## src/rtl/vx_tensor_uop_sequencer_if.sv

```systemverilog
// vx_tensor_uop_sequencer_if: macro-op in, uop out and commit-return bundle for the tensor uop sequencer.
`ifndef NUM_WARPS
`define NUM_WARPS 4
`endif
`ifndef NW_WIDTH
`define NW_WIDTH 2
`endif
`ifndef UUID_WIDTH
`define UUID_WIDTH 44
`endif
`ifndef NUM_THREADS
`define NUM_THREADS 4
`endif
`ifndef XLEN
`define XLEN 32
`endif
`ifndef NR_BITS
`define NR_BITS 6
`endif
`ifndef INST_MOD_BITS
`define INST_MOD_BITS 3
`endif
`ifndef PERF_CTR_BITS
`define PERF_CTR_BITS 44
`endif

interface vx_tensor_uop_sequencer_if #(
    parameter int NR_BITS = `NR_BITS
) ();
    logic                      in_valid;
    logic                      in_ready;
    logic [`UUID_WIDTH-1:0]    in_uuid;
    logic [`NW_WIDTH-1:0]      in_wid;
    logic [`NUM_THREADS-1:0]   in_tmask;
    logic [`XLEN-1:0]          in_pc;
    logic [NR_BITS-1:0]        in_rd, in_rs1, in_rs2, in_rs3;
    logic                      out_valid;
    logic                      out_ready;
    logic [`UUID_WIDTH-1:0]    out_uuid;
    logic [`NW_WIDTH-1:0]      out_wid;
    logic [`NUM_THREADS-1:0]   out_tmask;
    logic [`XLEN-1:0]          out_pc;
    logic [NR_BITS-1:0]        out_rd, out_rs1, out_rs2, out_rs3;
    logic                      out_wb;
    logic [1:0]                out_op_type;
    logic [`INST_MOD_BITS-1:0] out_op_mod;
    logic                      commit_fire;
    logic [`NW_WIDTH-1:0]      commit_wid;

    modport master (
        output in_valid, in_uuid, in_wid, in_tmask, in_pc, in_rd, in_rs1, in_rs2, in_rs3,
        input  in_ready,
        input  out_valid, out_uuid, out_wid, out_tmask, out_pc, out_rd, out_rs1, out_rs2, out_rs3,
        input  out_wb, out_op_type, out_op_mod,
        output out_ready, commit_fire, commit_wid
    );

    modport slave (
        input  in_valid, in_uuid, in_wid, in_tmask, in_pc, in_rd, in_rs1, in_rs2, in_rs3,
        output in_ready,
        output out_valid, out_uuid, out_wid, out_tmask, out_pc, out_rd, out_rs1, out_rs2, out_rs3,
        output out_wb, out_op_type, out_op_mod,
        input  out_ready, commit_fire, commit_wid
    );
endinterface

```

## src/rtl/vx_tensor_uop_sequencer.sv

```systemverilog
// vx_tensor_uop_sequencer: expands an HMMA macro-op into NUM_STEPS x 2 tensor uops under per-warp credits.
// Optional perf counters enabled by TENSOR_SEQ_PERF_EN.
`ifndef NUM_WARPS
`define NUM_WARPS 4
`endif
`ifndef NW_WIDTH
`define NW_WIDTH 2
`endif
`ifndef UUID_WIDTH
`define UUID_WIDTH 44
`endif
`ifndef NUM_THREADS
`define NUM_THREADS 4
`endif
`ifndef XLEN
`define XLEN 32
`endif
`ifndef NR_BITS
`define NR_BITS 6
`endif
`ifndef INST_MOD_BITS
`define INST_MOD_BITS 3
`endif
`ifndef PERF_CTR_BITS
`define PERF_CTR_BITS 44
`endif

module vx_tensor_uop_sequencer #(
    parameter int NUM_WARPS = `NUM_WARPS,
    parameter int NUM_STEPS = 4,
    parameter int CREDITS   = 4,
    parameter int NR_BITS   = `NR_BITS
) (
    input  logic clk,
    input  logic reset,
    vx_tensor_uop_sequencer_if.slave io,
    output logic busy
`ifdef TENSOR_SEQ_PERF_EN
    ,
    output logic [`PERF_CTR_BITS-1:0] perf_uops,
    output logic [`PERF_CTR_BITS-1:0] perf_macro,
    output logic [`PERF_CTR_BITS-1:0] perf_credit_stall
`endif
);
    localparam int CW = $clog2(CREDITS + 1);
    localparam int NW = `NW_WIDTH;

    typedef enum logic {IDLE, ISSUE} state_t;

    state_t                  state;
    logic [1:0]              step;
    logic                    pair;
    logic [`UUID_WIDTH-1:0]  uuid;
    logic [NW-1:0]           wid;
    logic [`NUM_THREADS-1:0] tmask;
    logic [`XLEN-1:0]        pc;
    logic [NR_BITS-1:0]      rd, rs1, rs2, rs3;
    logic [CW-1:0]           credits [NUM_WARPS];
    logic                    has_credit, fire, last, accept;

    assign has_credit     = credits[wid] != '0;
    assign io.out_valid   = state == ISSUE && has_credit;
    assign fire           = io.out_valid && io.out_ready;
    assign accept         = state == IDLE && io.in_valid;
    assign last           = step == 2'(NUM_STEPS - 1) && pair;
    assign io.out_uuid    = uuid;
    assign io.out_wid     = wid;
    assign io.out_tmask   = tmask;
    assign io.out_pc      = pc;
    assign io.out_rd      = rd + NR_BITS'(pair);
    assign io.out_rs1     = rs1 + NR_BITS'(pair);
    assign io.out_rs2     = rs2 + NR_BITS'(pair);
    // Steps after the first accumulate into D, so C comes from rd.
    assign io.out_rs3     = step == 2'd0 ? rs3 + NR_BITS'(pair) : rd + NR_BITS'(pair);
    assign io.out_wb      = io.out_valid;
    assign io.out_op_type = step;
    assign io.out_op_mod  = `INST_MOD_BITS'(pair);

    always_ff @(posedge clk) begin
        if (reset) begin
            state       <= IDLE;
            io.in_ready <= 1'b1;
            busy        <= 1'b0;
            step        <= '0;
            pair        <= 1'b0;
            uuid        <= '0;
            wid         <= '0;
            tmask       <= '0;
            pc          <= '0;
            rd          <= '0;
            rs1         <= '0;
            rs2         <= '0;
            rs3         <= '0;
        end else if (accept) begin
            state       <= ISSUE;
            io.in_ready <= 1'b0;
            busy        <= 1'b1;
            step        <= '0;
            pair        <= 1'b0;
            uuid        <= io.in_uuid;
            wid         <= io.in_wid;
            tmask       <= io.in_tmask;
            pc          <= io.in_pc;
            rd          <= io.in_rd;
            rs1         <= io.in_rs1;
            rs2         <= io.in_rs2;
            rs3         <= io.in_rs3;
        end else if (fire) begin
            pair <= ~pair;
            step <= step + 2'(pair);
            if (last) begin
                state       <= IDLE;
                io.in_ready <= 1'b1;
                busy        <= 1'b0;
            end
        end
    end

    for (genvar w = 0; w < NUM_WARPS; w++) begin : g_cred
        logic [CW-1:0] cnt;
        logic          inc, dec;
        assign inc        = io.commit_fire && io.commit_wid == NW'(w);
        assign dec        = fire && wid == NW'(w);
        assign credits[w] = cnt;
        always_ff @(posedge clk) begin
            if (reset) begin
                cnt <= CW'(CREDITS);
            end else if (inc && !dec) begin
                assert (cnt != CW'(CREDITS));
                cnt <= cnt == CW'(CREDITS) ? cnt : cnt + 1'b1;
            end else if (dec && !inc) begin
                cnt <= cnt - 1'b1;
            end
        end
    end

`ifdef TENSOR_SEQ_PERF_EN
    always_ff @(posedge clk) begin
        if (reset) begin
            perf_uops         <= '0;
            perf_macro        <= '0;
            perf_credit_stall <= '0;
        end else begin
            perf_uops         <= perf_uops + `PERF_CTR_BITS'(fire);
            perf_macro        <= perf_macro + `PERF_CTR_BITS'(accept);
            perf_credit_stall <= perf_credit_stall + `PERF_CTR_BITS'(state == ISSUE && !has_credit);
        end
    end
`endif
endmodule

```

## src/flat_wrapper.sv

```systemverilog
// flat-port wrapper written by rule: the top's interface ports become plain ports
module vx_tensor_uop_sequencer_flat 
#(
    parameter int NUM_WARPS = `NUM_WARPS,
    parameter int NUM_STEPS = 4,
    parameter int CREDITS   = 4,
    parameter int NR_BITS   = `NR_BITS
)
  (clk, reset, busy, io_in_valid, io_in_uuid, io_in_wid, io_in_tmask, io_in_pc, io_in_rd, io_in_rs1, io_in_rs2, io_in_rs3, io_in_ready, io_out_valid, io_out_uuid, io_out_wid, io_out_tmask, io_out_pc, io_out_rd, io_out_rs1, io_out_rs2, io_out_rs3, io_out_wb, io_out_op_type, io_out_op_mod, io_out_ready, io_commit_fire, io_commit_wid);
  vx_tensor_uop_sequencer_if #(.NR_BITS(NR_BITS)) io_i ();
  input  logic clk;
  input  logic reset;
  output logic busy;
  input wire logic [$bits(io_i.in_valid)-1:0] io_in_valid;
  input wire logic [$bits(io_i.in_uuid)-1:0] io_in_uuid;
  input wire logic [$bits(io_i.in_wid)-1:0] io_in_wid;
  input wire logic [$bits(io_i.in_tmask)-1:0] io_in_tmask;
  input wire logic [$bits(io_i.in_pc)-1:0] io_in_pc;
  input wire logic [$bits(io_i.in_rd)-1:0] io_in_rd;
  input wire logic [$bits(io_i.in_rs1)-1:0] io_in_rs1;
  input wire logic [$bits(io_i.in_rs2)-1:0] io_in_rs2;
  input wire logic [$bits(io_i.in_rs3)-1:0] io_in_rs3;
  output wire logic [$bits(io_i.in_ready)-1:0] io_in_ready;
  output wire logic [$bits(io_i.out_valid)-1:0] io_out_valid;
  output wire logic [$bits(io_i.out_uuid)-1:0] io_out_uuid;
  output wire logic [$bits(io_i.out_wid)-1:0] io_out_wid;
  output wire logic [$bits(io_i.out_tmask)-1:0] io_out_tmask;
  output wire logic [$bits(io_i.out_pc)-1:0] io_out_pc;
  output wire logic [$bits(io_i.out_rd)-1:0] io_out_rd;
  output wire logic [$bits(io_i.out_rs1)-1:0] io_out_rs1;
  output wire logic [$bits(io_i.out_rs2)-1:0] io_out_rs2;
  output wire logic [$bits(io_i.out_rs3)-1:0] io_out_rs3;
  output wire logic [$bits(io_i.out_wb)-1:0] io_out_wb;
  output wire logic [$bits(io_i.out_op_type)-1:0] io_out_op_type;
  output wire logic [$bits(io_i.out_op_mod)-1:0] io_out_op_mod;
  input wire logic [$bits(io_i.out_ready)-1:0] io_out_ready;
  input wire logic [$bits(io_i.commit_fire)-1:0] io_commit_fire;
  input wire logic [$bits(io_i.commit_wid)-1:0] io_commit_wid;
  assign io_i.in_valid = io_in_valid;
  assign io_i.in_uuid = io_in_uuid;
  assign io_i.in_wid = io_in_wid;
  assign io_i.in_tmask = io_in_tmask;
  assign io_i.in_pc = io_in_pc;
  assign io_i.in_rd = io_in_rd;
  assign io_i.in_rs1 = io_in_rs1;
  assign io_i.in_rs2 = io_in_rs2;
  assign io_i.in_rs3 = io_in_rs3;
  assign io_in_ready = io_i.in_ready;
  assign io_out_valid = io_i.out_valid;
  assign io_out_uuid = io_i.out_uuid;
  assign io_out_wid = io_i.out_wid;
  assign io_out_tmask = io_i.out_tmask;
  assign io_out_pc = io_i.out_pc;
  assign io_out_rd = io_i.out_rd;
  assign io_out_rs1 = io_i.out_rs1;
  assign io_out_rs2 = io_i.out_rs2;
  assign io_out_rs3 = io_i.out_rs3;
  assign io_out_wb = io_i.out_wb;
  assign io_out_op_type = io_i.out_op_type;
  assign io_out_op_mod = io_i.out_op_mod;
  assign io_i.out_ready = io_out_ready;
  assign io_i.commit_fire = io_commit_fire;
  assign io_i.commit_wid = io_commit_wid;
  vx_tensor_uop_sequencer #(.NUM_WARPS(NUM_WARPS), .NUM_STEPS(NUM_STEPS), .CREDITS(CREDITS), .NR_BITS(NR_BITS)) u_core (.clk(clk), .reset(reset), .io(io_i), .busy(busy));
endmodule
```

## config.mk

```make
export PLATFORM = sky130hd
export DESIGN_NAME = vx_tensor_uop_sequencer_flat
export DESIGN_NICKNAME = d
export VERILOG_FILES = /design/src/rtl/vx_tensor_uop_sequencer_if.sv /design/src/rtl/vx_tensor_uop_sequencer.sv /design/src/flat_wrapper.sv
export SDC_FILE = /design/constraint.sdc
export NUM_CORES = 1
export LEC_CHECK = 0
export ABC_AREA = 1
export CORE_MARGIN = 2
export CORE_UTILIZATION = 32
export CTS_CLUSTER_SIZE = 10
export DETAILED_ROUTE_END_ITERATION = 8
export GPL_TIMING_DRIVEN = 0
export HOLD_SLACK_MARGIN = 0.03
export SYNTH_ARGS = -nofsm -noshare
export SYNTH_HDL_FRONTEND = slang
export SYNTH_SLANG_ARGS = --single-unit
```

## constraint.sdc

```tcl
create_clock -name clk -period 4.3 [get_ports clk]
set_input_delay 1.29 -clock clk [delete_from_list [all_inputs] [get_ports clk]]
set_output_delay 1.29 -clock clk [all_outputs]
set_load 0.005 [all_outputs]
```

==> metrics.txt, run 1 <==
# TYPE chip_impl_metric gauge
chip_impl_info{name="run_status",value="completed"} 1
chip_impl_metric{name="share_of_yosys_cell_area_claimed_by_the_top_area_cell_type",unit="%"} 47.9
chip_impl_metric{name="cts_hold_repair.buffers",unit=""} 0
chip_impl_metric{name="cts_buffers",unit=""} 17
chip_impl_metric{name="insertion_delay",unit="ps"} 410
chip_impl_info{name="tritoncts",value="done"} 1
chip_impl_metric{name="yosys.area_share.xor_xnor",unit="%"} 2.90
chip_impl_metric{name="starting_density_of_the_core",unit="%"} 32.6
chip_impl_metric{name="clock_tree.htree_level_count",unit=""} 4
chip_impl_info{name="dominant_cell_by_count_in_the_synthesized_netlist",value="sky130_fd_sc_hd__nor2_1"} 1
chip_impl_metric{name="yosys_warns",unit=""} 0
chip_impl_metric{name="die-width",unit="um"} 131
chip_impl_info{name="top_area_cells_in_the_synthesized_netlist",value="sky130_fd_sc_hd__dfxtp_1, sky130_fd_sc_hd__nor2_1, sky130_fd_sc_hd__o21ai_0"} 1
chip_impl_info{name="synth_commonest_cells",value="sky130_fd_sc_hd__nor2_1, sky130_fd_sc_hd__dfxtp_1, sky130_fd_sc_hd__o21ai_0"} 1
chip_impl_metric{name="met1_routing_resource_usage_after_global_routing",unit="%"} 23.2
chip_impl_info{name="critPathKind",value="register to output port"} 1
chip_impl_metric{name="placedCellCount",unit=""} 1138
chip_impl_metric{name="post-route-drc-count",unit=""} 0
chip_impl_metric{name="floorplan.die.height",unit="um"} 131
chip_impl_info{name="synth_top_family_by_area",value="simple AND/OR/NAND/NOR gates"} 1
chip_impl_metric{name="final-setup-viol-count",unit=""} 0
chip_impl_metric{name="finalHoldViolCount",unit=""} 0
chip_impl_metric{name="detailedRoute.firstPassIterationCount",unit=""} 4
chip_impl_metric{name="drv_cap",unit=""} 0
chip_impl_info{name="timing.critical_path.from_type",value="register"} 1
chip_impl_metric{name="post_synth_instance_area",unit="um^2"} 5140
chip_impl_metric{name="area_growth",unit="%"} 60.2
chip_impl_info{name="worst_setup_path_end_kind",value="output port"} 1
chip_impl_metric{name="synthesis.area_per_instance",unit="um^2"} 7.38
chip_impl_metric{name="p_leak",unit="nW"} 3.38
chip_impl_info{name="grt_setup_unrepaired",value="false"} 1
chip_impl_metric{name="synth-edff-count",unit=""} 0
chip_impl_metric{name="ff_latch_area",unit="um^2"} 2460
chip_impl_metric{name="floorplan.io_pins",unit=""} 228
chip_impl_metric{name="place.gp.congestion",unit=""} 0.816
chip_impl_info{name="grt_most_used_layer",value="met2"} 1
chip_impl_metric{name="finClkSkew",unit="ps"} 6.65
chip_impl_metric{name="cts.repair.resized",unit=""} 0
chip_impl_metric{name="grt-ovfl-total",unit=""} 0
chip_impl_metric{name="ant_nets",unit=""} 0
chip_impl_metric{name="synth_seq_cells",unit=""} 123
chip_impl_metric{name="grt.total_usage",unit="%"} 19.3
chip_impl_metric{name="die-area",unit="um^2"} 17100
chip_impl_metric{name="count_of_nets_after_finishing",unit=""} 1067
chip_impl_metric{name="ys_seq_area_share",unit="%"} 47.9
chip_impl_metric{name="placement_rows",unit=""} 46
chip_impl_metric{name="post_synth_simple_gate_area",unit="%"} 26.2
chip_impl_metric{name="clockBufferDepth",unit=""} 2
chip_impl_info{name="class_of_the_most_critical_hold_timing_path",value="register to register"} 1
chip_impl_metric{name="finalMaxSlewViolations",unit=""} 0
chip_impl_metric{name="post_synth_inst_count",unit=""} 696
chip_impl_metric{name="worst_slew_margin",unit="%"} 59.6
chip_impl_metric{name="drt_wl_total",unit="mm"} 16.1
chip_impl_info{name="synth.largest_area_cell",value="sky130_fd_sc_hd__dfxtp_1"} 1
chip_impl_metric{name="actual_transition_at_the_worst_max_transition_pin",unit="ps"} 607
chip_impl_metric{name="synth-adder-area-share",unit="%"} 3.75
chip_impl_metric{name="detail_route.iter0.violations",unit=""} 218
chip_impl_metric{name="final_clock_period_utilization_by_the_worst_path",unit="%"} 87.9
chip_impl_metric{name="global_route.usage.met3",unit="%"} 9.57
chip_impl_metric{name="inserted_diodes",unit=""} 0
chip_impl_metric{name="cp_data_required_time",unit="ps"} 3010
chip_impl_metric{name="async_reset_ff_share",unit="%"} 0
chip_impl_metric{name="grt_first_pass_wirelength",unit="mm"} 25.0
chip_impl_metric{name="clock-sinks",unit=""} 123
chip_impl_metric{name="final.min_clock_period",unit="ps"} 3780
chip_impl_metric{name="power_per_cell_area",unit="nW/um^2"} 395
chip_impl_metric{name="crit_fanout",unit=""} 7
chip_impl_info{name="root_buffer",value="sky130_fd_sc_hd__clkbuf_16"} 1
chip_impl_metric{name="clkSlewWorstSetupHoldPaths",unit="ps"} 50
chip_impl_metric{name="fillers",unit=""} 1594
chip_impl_metric{name="vias_in_the_first_global_route",unit=""} 4765
chip_impl_metric{name="final_cell_count_no_fill",unit=""} 1165
chip_impl_metric{name="post_drt_wl_per_cell",unit="um"} 13.8
chip_impl_metric{name="post_synth_mux_area_share",unit="%"} 0
chip_impl_metric{name="gr-usage-met2",unit="%"} 30.5
chip_impl_metric{name="numPortBuffers",unit=""} 225
chip_impl_metric{name="cp_data_arrival_time",unit="ps"} 2490
chip_impl_metric{name="fp.coreArea",unit="um^2"} 15800
chip_impl_metric{name="maximum_number_of_pins_on_one_net_before_global_route_repair",unit=""} 17
chip_impl_metric{name="initial_antenna_violation_count",unit=""} 0
chip_impl_metric{name="post_cts_setup_buffer_count",unit=""} 0
chip_impl_metric{name="max_freq",unit="MHz"} 264
chip_impl_metric{name="layout-drive-gt1-share",unit="%"} 5.58
chip_impl_metric{name="drt-vias-per-instance",unit=""} 4.44
chip_impl_metric{name="dp_hpwl",unit="mm"} 12.1
chip_impl_metric{name="yosysUniqueCellTypes",unit=""} 25
chip_impl_metric{name="irDropWorstVdd",unit="mV"} 0.245
chip_impl_metric{name="synth_area_in_compound_gates",unit="%"} 12.6
chip_impl_metric{name="multi_input_comb_area",unit="um^2"} 2340
chip_impl_metric{name="route.vias.total",unit=""} 5169
chip_impl_info{name="yosys_most_used_dff",value="sky130_fd_sc_hd__dfxtp_1"} 1
chip_impl_metric{name="setup_tns",unit="ps"} 0
cells in the final DEF (no fill, tap or decap):
cell type,synthesis,final
sky130_fd_sc_hd__clkbuf_16,0,17
sky130_fd_sc_hd__buf_2,18,18
sky130_fd_sc_hd__nand3_2,1,1
sky130_fd_sc_hd__nand2_2,5,5
sky130_fd_sc_hd__conb_1,1,2
sky130_fd_sc_hd__buf_4,4,4
sky130_fd_sc_hd__nor3_1,4,4
sky130_fd_sc_hd__clkinv_1,1,1
sky130_fd_sc_hd__buf_1,2,2
sky130_fd_sc_hd__nand3_1,31,31
sky130_fd_sc_hd__a31oi_1,1,1
sky130_fd_sc_hd__nor2_4,1,1
sky130_fd_sc_hd__nand4_1,8,8
sky130_fd_sc_hd__a21oi_1,9,9
sky130_fd_sc_hd__xnor2_1,4,4
sky130_fd_sc_hd__xor2_1,13,13
sky130_fd_sc_hd__nand2_1,53,53
sky130_fd_sc_hd__o21ai_1,1,1
sky130_fd_sc_hd__clkbuf_8,0,5
sky130_fd_sc_hd__ha_1,9,9
sky130_fd_sc_hd__nor3b_1,1,1
sky130_fd_sc_hd__bufinv_16,0,2
sky130_fd_sc_hd__nor2_1,230,230
sky130_fd_sc_hd__inv_1,37,37
sky130_fd_sc_hd__fa_1,4,4
sky130_fd_sc_hd__clkdlybuf4s50_1,0,225
sky130_fd_sc_hd__o21ai_0,118,118
sky130_fd_sc_hd__clkbuf_1,17,20
sky130_fd_sc_hd__dfxtp_1,123,123
logic make-up after synthesis:
family | after synthesis
and+or+nand+nor | 334
xor gates and xnor gates | 17
other | 1
buffers and inverters | 79
AOI/OAI and AO/OA | 129
adders and majority gates | 13
DFF | 123
power breakdown:
group          internal (W)  switching, W  total, W
logic              0.000325      0.000243  0.000568
registers           0.00123     0.0000575   0.00129
clock network      0.000914      0.000480   0.00139
registers in the layout, indices dropped and copies added, names as in the netlist:
name / count
u_core.io.out_uuid: 44
u_core.io.out_pc: 32
u_core.g_cred.cnt: 12
u_core.rd: 6
u_core.rs1: 6
u_core.rs2: 6
u_core.rs3: 6
u_core.io.out_tmask: 4
u_core.io.out_op_type: 2
u_core.io.out_wid: 2
u_core.busy: 1
u_core.io.in_ready: 1
u_core.pair: 1
path summary, 6_finish.rpt:
check	startpoint	endpoint	depth (start not counted)	slack [ps]
max	u_core.pair$_SDFFE_PP0P_	io_out_rs3[4]	7	520
min	u_core.g_cred[2].cnt[2]$_SDFFE_PP1P_	u_core.g_cred[2].cnt[2]$_SDFFE_PP1P_	2	470
max reg2reg	u_core.g_cred[3].cnt[0]$_SDFFE_PP0P_	u_core.g_cred[3].cnt[2]$_SDFFE_PP1P_	15	2270
min reg2reg	u_core.g_cred[2].cnt[2]$_SDFFE_PP1P_	u_core.g_cred[2].cnt[2]$_SDFFE_PP1P_	2	470
metal layers:
layer	up-vias	routed length, um
met5	-	0
met3	20	1650
met4	0	230
met1	2284	6910
met2	160	7280
li1	2705	-
cell type report:
type,count,share of cell area (%)
Sequential cell,123,29.9
Multi-Input combinational cell,495,28.5
Timing Repair Buffer,225,27.4
Clock buffer,25,6.14
Tap cell,216,3.28
Buffer,41,2.33
Inverter,38,1.73
Clock inverter,2,0.730
per-stage QoR:
step	area [um^2]	total power [W]	utilization (%)	worst slack [ps]	hold WS, ps
floorplan	5140	0.00153	-	1650	449
global placement	7660	0.00188	48.6	880	460
detailed placement	7660	0.00189	48.6	875	470
CTS	8230	0.00329	52.2	459	483
global route	8230	0.00342	52.2	308	501
finish	8230	0.00325	52.2	519	474
worst max-delay path, stage by stage (launching register included):
cell	delay, ps
sky130_fd_sc_hd__dfxtp_1	540
sky130_fd_sc_hd__ha_1	240
sky130_fd_sc_hd__ha_1	180
sky130_fd_sc_hd__nand3_1	100
sky130_fd_sc_hd__xor2_1	260
sky130_fd_sc_hd__nand2_1	70
sky130_fd_sc_hd__o21ai_0	80
sky130_fd_sc_hd__clkdlybuf4s50_1	600
No activity file was read; power rests on OpenSTA's default activity.
==> run 2, diff against run 1 <==
- ABC_AREA: 1 -> unset
- CORE_MARGIN: 2 -> unset
- CORE_UTILIZATION: 32 -> 40
- PLACE_DENSITY: unset -> 0.77
==> run 2 against run 1 <==
Compared with the run above: clock skew decreased by 0.53 ps; combinational power fell by 19%; maximum frequency rose by 1.1%; sequential share of layout area shrank 0.17 points; worst hold slack lost 23 ps; non-clock buffer count grew 3; routed wire length is 2.4% lower; utilization up 13 points; global-route usage grew 3.9 points; total power shrank 6.9%; largest cell class is now multi-input combinational cells; largest power group unchanged.
==> metrics.txt, run 2 <==
# TYPE chip_impl_metric gauge
chip_impl_metric{name="final_clock_period_utilization_by_the_worst_path",unit="%"} 87.0
chip_impl_info{name="root_buffer",value="sky130_fd_sc_hd__clkbuf_16"} 1
chip_impl_metric{name="power",unit="W"} 0.00303
chip_impl_metric{name="detailedRoute.firstPassIterationCount",unit=""} 4
chip_impl_metric{name="post_synth_inst_count",unit=""} 644
chip_impl_metric{name="cp_num_buf_inv",unit=""} 1
chip_impl_info{name="final_cell_mix",value="sky130_fd_sc_hd__nand2_1, sky130_fd_sc_hd__clkdlybuf4s50_1, sky130_fd_sc_hd__dfxtp_1, sky130_fd_sc_hd__a21oi_1, sky130_fd_sc_hd__clkbuf_1"} 1
chip_impl_metric{name="floorplan.io_pins",unit=""} 228
chip_impl_info{name="synth_commonest_cells",value="sky130_fd_sc_hd__nand2_1, sky130_fd_sc_hd__dfxtp_1, sky130_fd_sc_hd__a21oi_1"} 1
chip_impl_metric{name="post_synth_simple_gate_area",unit="%"} 24.3
chip_impl_info{name="grt_setup_unrepaired",value="false"} 1
chip_impl_metric{name="psw",unit="W"} 0.000728
chip_impl_metric{name="yosys.area_share.xor_xnor",unit="%"} 2.66
chip_impl_metric{name="ant_nets",unit=""} 0
chip_impl_metric{name="numPortBuffers",unit=""} 224
chip_impl_metric{name="synth-edff-count",unit=""} 0
chip_impl_metric{name="inserted_diodes",unit=""} 0
chip_impl_metric{name="post_drt_wl_per_cell",unit="um"} 14.7
chip_impl_metric{name="post_cts_setup_buffer_count",unit=""} 0
chip_impl_metric{name="synth_area_in_compound_gates",unit="%"} 15.3
chip_impl_metric{name="setup_tns",unit="ps"} 0
chip_impl_metric{name="finClkSkew",unit="ps"} 6.12
chip_impl_metric{name="die-width",unit="um"} 117
chip_impl_metric{name="cp_slowest_stage_delay",unit="ps"} 560
chip_impl_metric{name="sequentialPowerShare",unit="%"} 41.2
chip_impl_metric{name="cts.repair.resized",unit=""} 0
chip_impl_metric{name="post_synth_mux_area_share",unit="%"} 3.02
chip_impl_metric{name="power_report.internal_total",unit="W"} 0.00230
chip_impl_metric{name="final-setup-viol-count",unit=""} 0
chip_impl_info{name="critPathTopFamily",value="flip-flops"} 1
chip_impl_metric{name="finalMaxSlewViolations",unit=""} 0
chip_impl_info{name="critPathKind",value="register to output port"} 1
chip_impl_info{name="timing.critical_path.from_type",value="register"} 1
chip_impl_info{name="synth_top_family_by_area",value="simple AND/OR/NAND/NOR gates"} 1
chip_impl_info{name="worst_path_max_delay_cell",value="sky130_fd_sc_hd__dfxtp_1"} 1
chip_impl_metric{name="clkSlewWorstSetupHoldPaths",unit="ps"} 50
chip_impl_metric{name="crit_fanout",unit=""} 9
chip_impl_metric{name="count_of_nets_after_finishing",unit=""} 1014
chip_impl_metric{name="power_per_cell_area",unit="nW/um^2"} 366
chip_impl_metric{name="irDropWorstVdd",unit="mV"} 0.252
chip_impl_metric{name="cts_hold_repair.buffers",unit=""} 0
chip_impl_metric{name="grt-ovfl-total",unit=""} 0
chip_impl_metric{name="clockPowerShare",unit="%"} 43.6
chip_impl_metric{name="vias_in_the_first_global_route",unit=""} 4862
chip_impl_metric{name="layout-drive-gt1-share",unit="%"} 8.34
chip_impl_metric{name="ys_seq_area_share",unit="%"} 46.7
chip_impl_metric{name="power.share.combinational",unit="%"} 15.2
chip_impl_metric{name="floorplan.die.height",unit="um"} 117
chip_impl_info{name="worst_setup_path_end_kind",value="output port"} 1
chip_impl_info{name="synth.largest_area_cell",value="sky130_fd_sc_hd__dfxtp_1"} 1
chip_impl_metric{name="placement_rows",unit=""} 41
chip_impl_metric{name="detail_route.iter0.violations",unit=""} 258
chip_impl_metric{name="place.gp.congestion",unit=""} 0.769
chip_impl_metric{name="async_reset_ff_share",unit="%"} 0
chip_impl_metric{name="dp_hpwl",unit="mm"} 11.6
chip_impl_metric{name="final.min_clock_period",unit="ps"} 3740
chip_impl_metric{name="initial_antenna_violation_count",unit=""} 0
chip_impl_metric{name="finalHoldViolCount",unit=""} 0
chip_impl_metric{name="max_freq",unit="MHz"} 267
chip_impl_metric{name="p_leak",unit="nW"} 3.18
chip_impl_metric{name="drv_cap",unit=""} 0
chip_impl_metric{name="route.vias.total",unit=""} 5138
chip_impl_metric{name="grt_first_pass_wirelength",unit="mm"} 24.0
chip_impl_metric{name="grt.total_usage",unit="%"} 23.2
chip_impl_info{name="top_area_cells_in_the_synthesized_netlist",value="sky130_fd_sc_hd__dfxtp_1, sky130_fd_sc_hd__nand2_1, sky130_fd_sc_hd__a21oi_1"} 1
chip_impl_metric{name="finish.utilization",unit="%"} 65.0
chip_impl_metric{name="synthesis.area_per_instance",unit="um^2"} 8.18
chip_impl_metric{name="clockBufferDepth",unit=""} 2
chip_impl_info{name="class_of_the_most_critical_hold_timing_path",value="register to register"} 1
chip_impl_info{name="yosys_most_used_dff",value="sky130_fd_sc_hd__dfxtp_1"} 1
chip_impl_metric{name="drt_wl_total",unit="mm"} 15.7
chip_impl_metric{name="clock-sinks",unit=""} 123
chip_impl_metric{name="largest_reg_flops",unit=""} 44
chip_impl_metric{name="post_synth_instance_area",unit="um^2"} 5270
chip_impl_metric{name="worst_slew_margin",unit="%"} 57.1
chip_impl_info{name="tritoncts",value="done"} 1
chip_impl_metric{name="maximum_number_of_pins_on_one_net_before_global_route_repair",unit=""} 17
chip_impl_info{name="run_status",value="completed"} 1
chip_impl_metric{name="power_switching_share",unit="%"} 24.0
chip_impl_metric{name="post-route-drc-count",unit=""} 0
chip_impl_metric{name="yosysUniqueCellTypes",unit=""} 53
chip_impl_info{name="dominant_cell_by_count_in_the_synthesized_netlist",value="sky130_fd_sc_hd__nand2_1"} 1
chip_impl_metric{name="synth_seq_cells",unit=""} 123
chip_impl_metric{name="die-area",unit="um^2"} 13600
chip_impl_metric{name="starting_density_of_the_core",unit="%"} 41.4
chip_impl_metric{name="yosys_warns",unit=""} 0
chip_impl_metric{name="cp_data_required_time",unit="ps"} 3010
chip_impl_metric{name="actual_transition_at_the_worst_max_transition_pin",unit="ps"} 644
chip_impl_metric{name="fp.coreArea",unit="um^2"} 12700
chip_impl_info{name="critical-path-top-cell-by-count",value="sky130_fd_sc_hd__ha_1"} 1
chip_impl_metric{name="insertion_delay",unit="ps"} 410
chip_impl_metric{name="area_growth",unit="%"} 57.0
chip_impl_metric{name="clock_tree.htree_level_count",unit=""} 4
chip_impl_metric{name="drt-vias-per-instance",unit=""} 4.80
chip_impl_metric{name="synth-adder-area-share",unit="%"} 3.66
chip_impl_info{name="path_cells",value="ha_1 -> ha_1 -> nand3_1 -> xnor2_1 -> nor2_1 -> a21oi_1 -> clkdlybuf4s50_1"} 1
chip_impl_metric{name="share_of_yosys_cell_area_claimed_by_the_top_area_cell_type",unit="%"} 46.7
chip_impl_metric{name="cts_buffers",unit=""} 17
chip_impl_metric{name="cp_data_arrival_time",unit="ps"} 2450
## run 2: cell types whose count changed in the layout (fill, tap and decap cells not counted), moves of 6 or more
cell,delta
sky130_fd_sc_hd__nor2_1,-215
sky130_fd_sc_hd__nand2_1,+171
sky130_fd_sc_hd__o21ai_0,-115
sky130_fd_sc_hd__a21oi_1,+101
sky130_fd_sc_hd__inv_1,-34
sky130_fd_sc_hd__nand3_1,-21
sky130_fd_sc_hd__buf_2,-8
sky130_fd_sc_hd__clkbuf_1,+8
sky130_fd_sc_hd__xor2_1,-8
sky130_fd_sc_hd__mux2_2,+7
sky130_fd_sc_hd__xnor2_1,+7
sky130_fd_sc_hd__o21ai_1,+6
## run 2: path summary, 6_finish.rpt
check                                                    startpoint                                    to  slack, ps  depth (start not counted)
worst max register to register    u_core.io.out_wid[0]$_SDFFE_PP0P_  u_core.g_cred[3].cnt[2]$_SDFFE_PP1P_       2200                          6
worst min register to register  u_core.io.out_uuid[37]$_SDFFE_PP0P_   u_core.io.out_uuid[37]$_SDFFE_PP0P_        450                          2
worst min-delay path            u_core.io.out_uuid[37]$_SDFFE_PP0P_   u_core.io.out_uuid[37]$_SDFFE_PP0P_        450                          2
worst max-delay path                       u_core.pair$_SDFFE_PP0P_                         io_out_rs3[4]        560                          7
## run 2: per-stage QoR
step	cell area (um^2)	hold WS (ps)	std cells	setup WS, ps
CTS	8270	454	1071	553
global placement	7730	441	1041	891
floorplan	5270	441	645	1600
finish	8270	451	1071	559
global route	8270	467	1071	403
detailed placement	7730	447	1041	851
## run 2: power groups by stage
stage               sequential [W]  clock [W]  combinational (W)
global route               0.00125    0.00139           0.000506
finish                     0.00125    0.00132           0.000461
global placement           0.00127          0           0.000457
detailed placement         0.00127          0           0.000461
floorplan                  0.00127          0           0.000180
CTS                        0.00125    0.00134           0.000465
## run 2: cell type report
class	instances	area, um^2
multi-input combinational	474	2590
buffer	45	211
sequential	123	2460
clock inverter	8	70.1
clock buffer	22	474
inverter	3	11.3
timing repair buffer	224	2240
fill	1108	4450
tap	172	215
## run 2: per-layer routing
metal	vias to the layer above	part of all wire, %	track usage [%]
li1	2636	-	-
met1	2300	40	25.9
met2	186	48	39.5
met3	16	9.9	9.27
met4	0	1.6	9.37
met5	-	0	0
## run 2: logic make-up after synthesis
logic type,Yosys count
muxes,13
xor gates and xnor gates,16
adders and majority gates,13
DFF,123
AOI/OAI and AO/OA,141
buffers and inverters,48
other,1
and+or+nand+nor,289
## run 2: worst min-delay path: cells and delay by family (launching register included)
family / cells / cell delay [ps]
DFF: 1 / 300
and+or+nand+nor: 1 / 50
AOI/OAI and AO/OA: 1 / 50
==> run 3, diff against run 2 <==
- CORE_MARGIN: unset -> 3
- CORE_UTILIZATION: 40 -> 38
- PLACE_DENSITY: 0.77 -> 0.76
- clock period: 4.3 -> 3.4 ns (I/O delays scaled with it)
==> run 3 against run 2 <==
Compared with the run above: routed wire length rose by 3.3%; clock power increased by 37%; via count is 1.2% higher; largest power group unchanged; critical path type unchanged; register-to-register slack got worse by 940 ps; utilization down 2.7 points; combinational power grew 27%.
==> metrics.txt, run 3 (synthesized netlist as in run 2, its figures left out) <==
# TYPE chip_impl_metric gauge
chip_impl_metric{name="drt-vias-per-instance",unit=""} 4.83
chip_impl_info{name="setup.worst_path.end",value="io_out_rs3[4]"} 1
chip_impl_info{name="run_status",value="completed"} 1
chip_impl_metric{name="numPortBuffers",unit=""} 224
chip_impl_info{name="root_buffer",value="sky130_fd_sc_hd__clkbuf_16"} 1
chip_impl_metric{name="detail_route.iter0.violations",unit=""} 297
chip_impl_metric{name="crit_fanout",unit=""} 9
chip_impl_metric{name="clock_tree.htree_level_count",unit=""} 4
chip_impl_metric{name="cp_data_required_time",unit="ps"} 2380
chip_impl_metric{name="post-route-drc-count",unit=""} 0
chip_impl_metric{name="insertion_delay",unit="ps"} 410
chip_impl_metric{name="post_cts_setup_buffer_count",unit=""} 0
chip_impl_info{name="path_cells",value="ha_1 -> ha_1 -> nand3_1 -> xnor2_2 -> nor2_1 -> a21oi_2 -> clkdlybuf4s50_1"} 1
chip_impl_metric{name="place.gp.congestion",unit=""} 0.824
chip_impl_info{name="critPathKind",value="register to output port"} 1
chip_impl_metric{name="cts_buffers",unit=""} 17
chip_impl_metric{name="cp_slowest_stage_delay",unit="ps"} 530
chip_impl_info{name="timing.critical_path.from_type",value="register"} 1
chip_impl_metric{name="fp.coreArea",unit="um^2"} 13400
chip_impl_metric{name="final_clock_period_utilization_by_the_worst_path",unit="%"} 98.3
chip_impl_metric{name="clockBufferDepth",unit=""} 2
chip_impl_metric{name="rrSetupSlack",unit="ps"} 1260
chip_impl_info{name="tritoncts",value="done"} 1
chip_impl_info{name="setup.worst_path.start",value="u_core.pair$_SDFFE_PP0P_"} 1
chip_impl_metric{name="design_area",unit="um^2"} 8360
chip_impl_metric{name="finClkSkew",unit="ps"} 7.30
chip_impl_metric{name="dp_hpwl",unit="mm"} 12.0
chip_impl_metric{name="placed_area",unit="um^2"} 7730
chip_impl_info{name="grt_setup_unrepaired",value="true"} 1
chip_impl_info{name="final_cell_mix",value="sky130_fd_sc_hd__nand2_1, sky130_fd_sc_hd__clkdlybuf4s50_1, sky130_fd_sc_hd__dfxtp_1, sky130_fd_sc_hd__a21oi_1, sky130_fd_sc_hd__clkbuf_1"} 1
chip_impl_metric{name="inserted_diodes",unit=""} 0
chip_impl_metric{name="cts_hold_repair.buffers",unit=""} 0
chip_impl_metric{name="power_per_cell_area",unit="nW/um^2"} 475
chip_impl_metric{name="die-width",unit="um"} 124
chip_impl_metric{name="drt_wl_total",unit="mm"} 16.2
chip_impl_info{name="class_of_the_most_critical_hold_timing_path",value="register to register"} 1
chip_impl_info{name="worst_r2r_startpoint",value="u_core.io.out_wid[0]$_SDFFE_PP0P_"} 1
chip_impl_info{name="worst_path_max_delay_cell",value="sky130_fd_sc_hd__clkdlybuf4s50_1"} 1
chip_impl_metric{name="placement_rows",unit=""} 42
chip_impl_metric{name="cp_num_buf_inv",unit=""} 1
chip_impl_metric{name="detailedRoute.firstPassIterationCount",unit=""} 5
chip_impl_metric{name="final-setup-viol-count",unit=""} 0
chip_impl_metric{name="route.vias.total",unit=""} 5200
chip_impl_metric{name="grt-ovfl-total",unit=""} 0
chip_impl_metric{name="floorplan.die.height",unit="um"} 124
chip_impl_metric{name="reg2regPathDepth",unit=""} 6
chip_impl_metric{name="post_drt_wl_per_cell",unit="um"} 15.0
chip_impl_metric{name="max_freq",unit="MHz"} 299
chip_impl_metric{name="floorplan.io_pins",unit=""} 228
chip_impl_metric{name="die-area",unit="um^2"} 15300
chip_impl_metric{name="vias_in_the_first_global_route",unit=""} 4870
chip_impl_metric{name="clock-sinks",unit=""} 123
chip_impl_metric{name="area_growth",unit="%"} 58.7
chip_impl_metric{name="finalMaxSlewViolations",unit=""} 0
chip_impl_metric{name="clkSlewWorstSetupHoldPaths",unit="ps"} 50
chip_impl_metric{name="grt_first_pass_wirelength",unit="mm"} 24.0
chip_impl_metric{name="grt.total_usage",unit="%"} 20.4
chip_impl_metric{name="actual_transition_at_the_worst_max_transition_pin",unit="ps"} 669
chip_impl_metric{name="irDropWorstVdd",unit="mV"} 0.281
chip_impl_metric{name="worstSetupPathDepth",unit=""} 7
chip_impl_info{name="r2r-end",value="u_core.g_cred[3].cnt[2]$_SDFFE_PP1P_"} 1
chip_impl_info{name="critical-path-top-cell-by-count",value="sky130_fd_sc_hd__ha_1"} 1
chip_impl_metric{name="final.min_clock_period",unit="ps"} 3340
chip_impl_metric{name="largest_reg_flops",unit=""} 44
chip_impl_metric{name="drv_cap",unit=""} 0
chip_impl_metric{name="ant_nets",unit=""} 0
chip_impl_metric{name="finalHoldViolCount",unit=""} 0
chip_impl_metric{name="power",unit="W"} 0.00397
chip_impl_info{name="worst_setup_path_end_kind",value="output port"} 1
chip_impl_metric{name="cp_data_arrival_time",unit="ps"} 2320
chip_impl_metric{name="starting_density_of_the_core",unit="%"} 39.3
chip_impl_metric{name="maximum_number_of_pins_on_one_net_before_global_route_repair",unit=""} 17
chip_impl_metric{name="worst_slew_margin",unit="%"} 55.2
chip_impl_info{name="critPathTopFamily",value="buffers and inverters"} 1
chip_impl_metric{name="p_leak",unit="nW"} 3.22
chip_impl_metric{name="initial_antenna_violation_count",unit=""} 0
chip_impl_metric{name="count_of_nets_after_finishing",unit=""} 1014
chip_impl_metric{name="layout-drive-gt1-share",unit="%"} 8.88
-- run 3: cell types whose count changed in the layout (fill, tap and decap cells not counted), sizes merged --
cell | before | now
bufinv | 1 | 2
clkbuf | 48 | 52
clkinv | 5 | 3
clkinvlp | 2 | 1
-- run 3: per-stage QoR --
step,hold WS (ps),cells,setup TNS [ps],setup WS (ps),util (%)
finish,450,1077,0,59.3,62.4
global route,468,1077,-33.3,-33.3,62.4
CTS,453,1077,0,43.4,62.3
detailed placement,445,1045,0,208,57.7
global placement,440,1045,0,236,57.7
floorplan,441,645,0,972,-
-- run 3: power by group --
| part | leakage (nW) | switching, W | internal, W |
|---|---|---|---|
| clock | 0.296 | 0.000618 | 0.00119 |
| combinational | 1.91 | 0.000244 | 0.000341 |
| sequential | 1.01 | 0.0000553 | 0.00152 |
-- run 3: worst min-delay path, cell delays in order, from the launching register on --
cell and delay [ps]:
sky130_fd_sc_hd__dfxtp_1 300, sky130_fd_sc_hd__nand2_1 50, sky130_fd_sc_hd__a21oi_1 50
-- run 3: layout make-up --
class / instances / area [um^2]
multi-input combinational: 474 / 2610
fill: 1234 / 5040
inverter: 3 / 11.3
clock inverter: 6 / 82.6
timing repair buffer: 224 / 2240
sequential: 123 / 2470
tap: 176 / 220
clock buffer: 26 / 519
buffer: 45 / 211
-- run 3: how the worst min path moves through the flow --
stage | startpoint | endpoint | slack (ps) | cells after the start
2_1_floorplan | u_core.rd[0]$_SDFFE_PP0P_ | u_core.rd[0]$_SDFFE_PP0P_ | 440 | 2
3_3_place_gp | u_core.io.out_uuid[36]$_SDFFE_PP0P_ | u_core.io.out_uuid[36]$_SDFFE_PP0P_ | 440 | 2
3_5_place_dp | u_core.io.out_uuid[40]$_SDFFE_PP0P_ | u_core.io.out_uuid[40]$_SDFFE_PP0P_ | 450 | 2
4_1_cts | u_core.io.out_uuid[40]$_SDFFE_PP0P_ | u_core.io.out_uuid[40]$_SDFFE_PP0P_ | 450 | 2
5_1_grt | u_core.io.out_uuid[40]$_SDFFE_PP0P_ | u_core.io.out_uuid[40]$_SDFFE_PP0P_ | 470 | 2
6_report | u_core.io.out_pc[4]$_SDFFE_PP0P_ | u_core.io.out_pc[4]$_SDFFE_PP0P_ | 450 | 2
-- run 3: per-layer routing --
| layer | part of all wire [%] | wire length (um) | vias up | track usage (%) |
|---|---|---|---|---|
| li1 | - | - | 2636 | - |
| met1 | 39 | 6310 | 2348 | 21.6 |
| met2 | 49 | 7970 | 200 | 35.0 |
| met3 | 11 | 1750 | 16 | 9.99 |
| met4 | 1.1 | 178 | 0 | 7.47 |
| met5 | 0 | 0 | - | 0 |
-- run 3: timing repair --
action,in CTS,in global routing
gates resized for setup,3,2
setup endpoints to repair,3,2
cloned,0,0
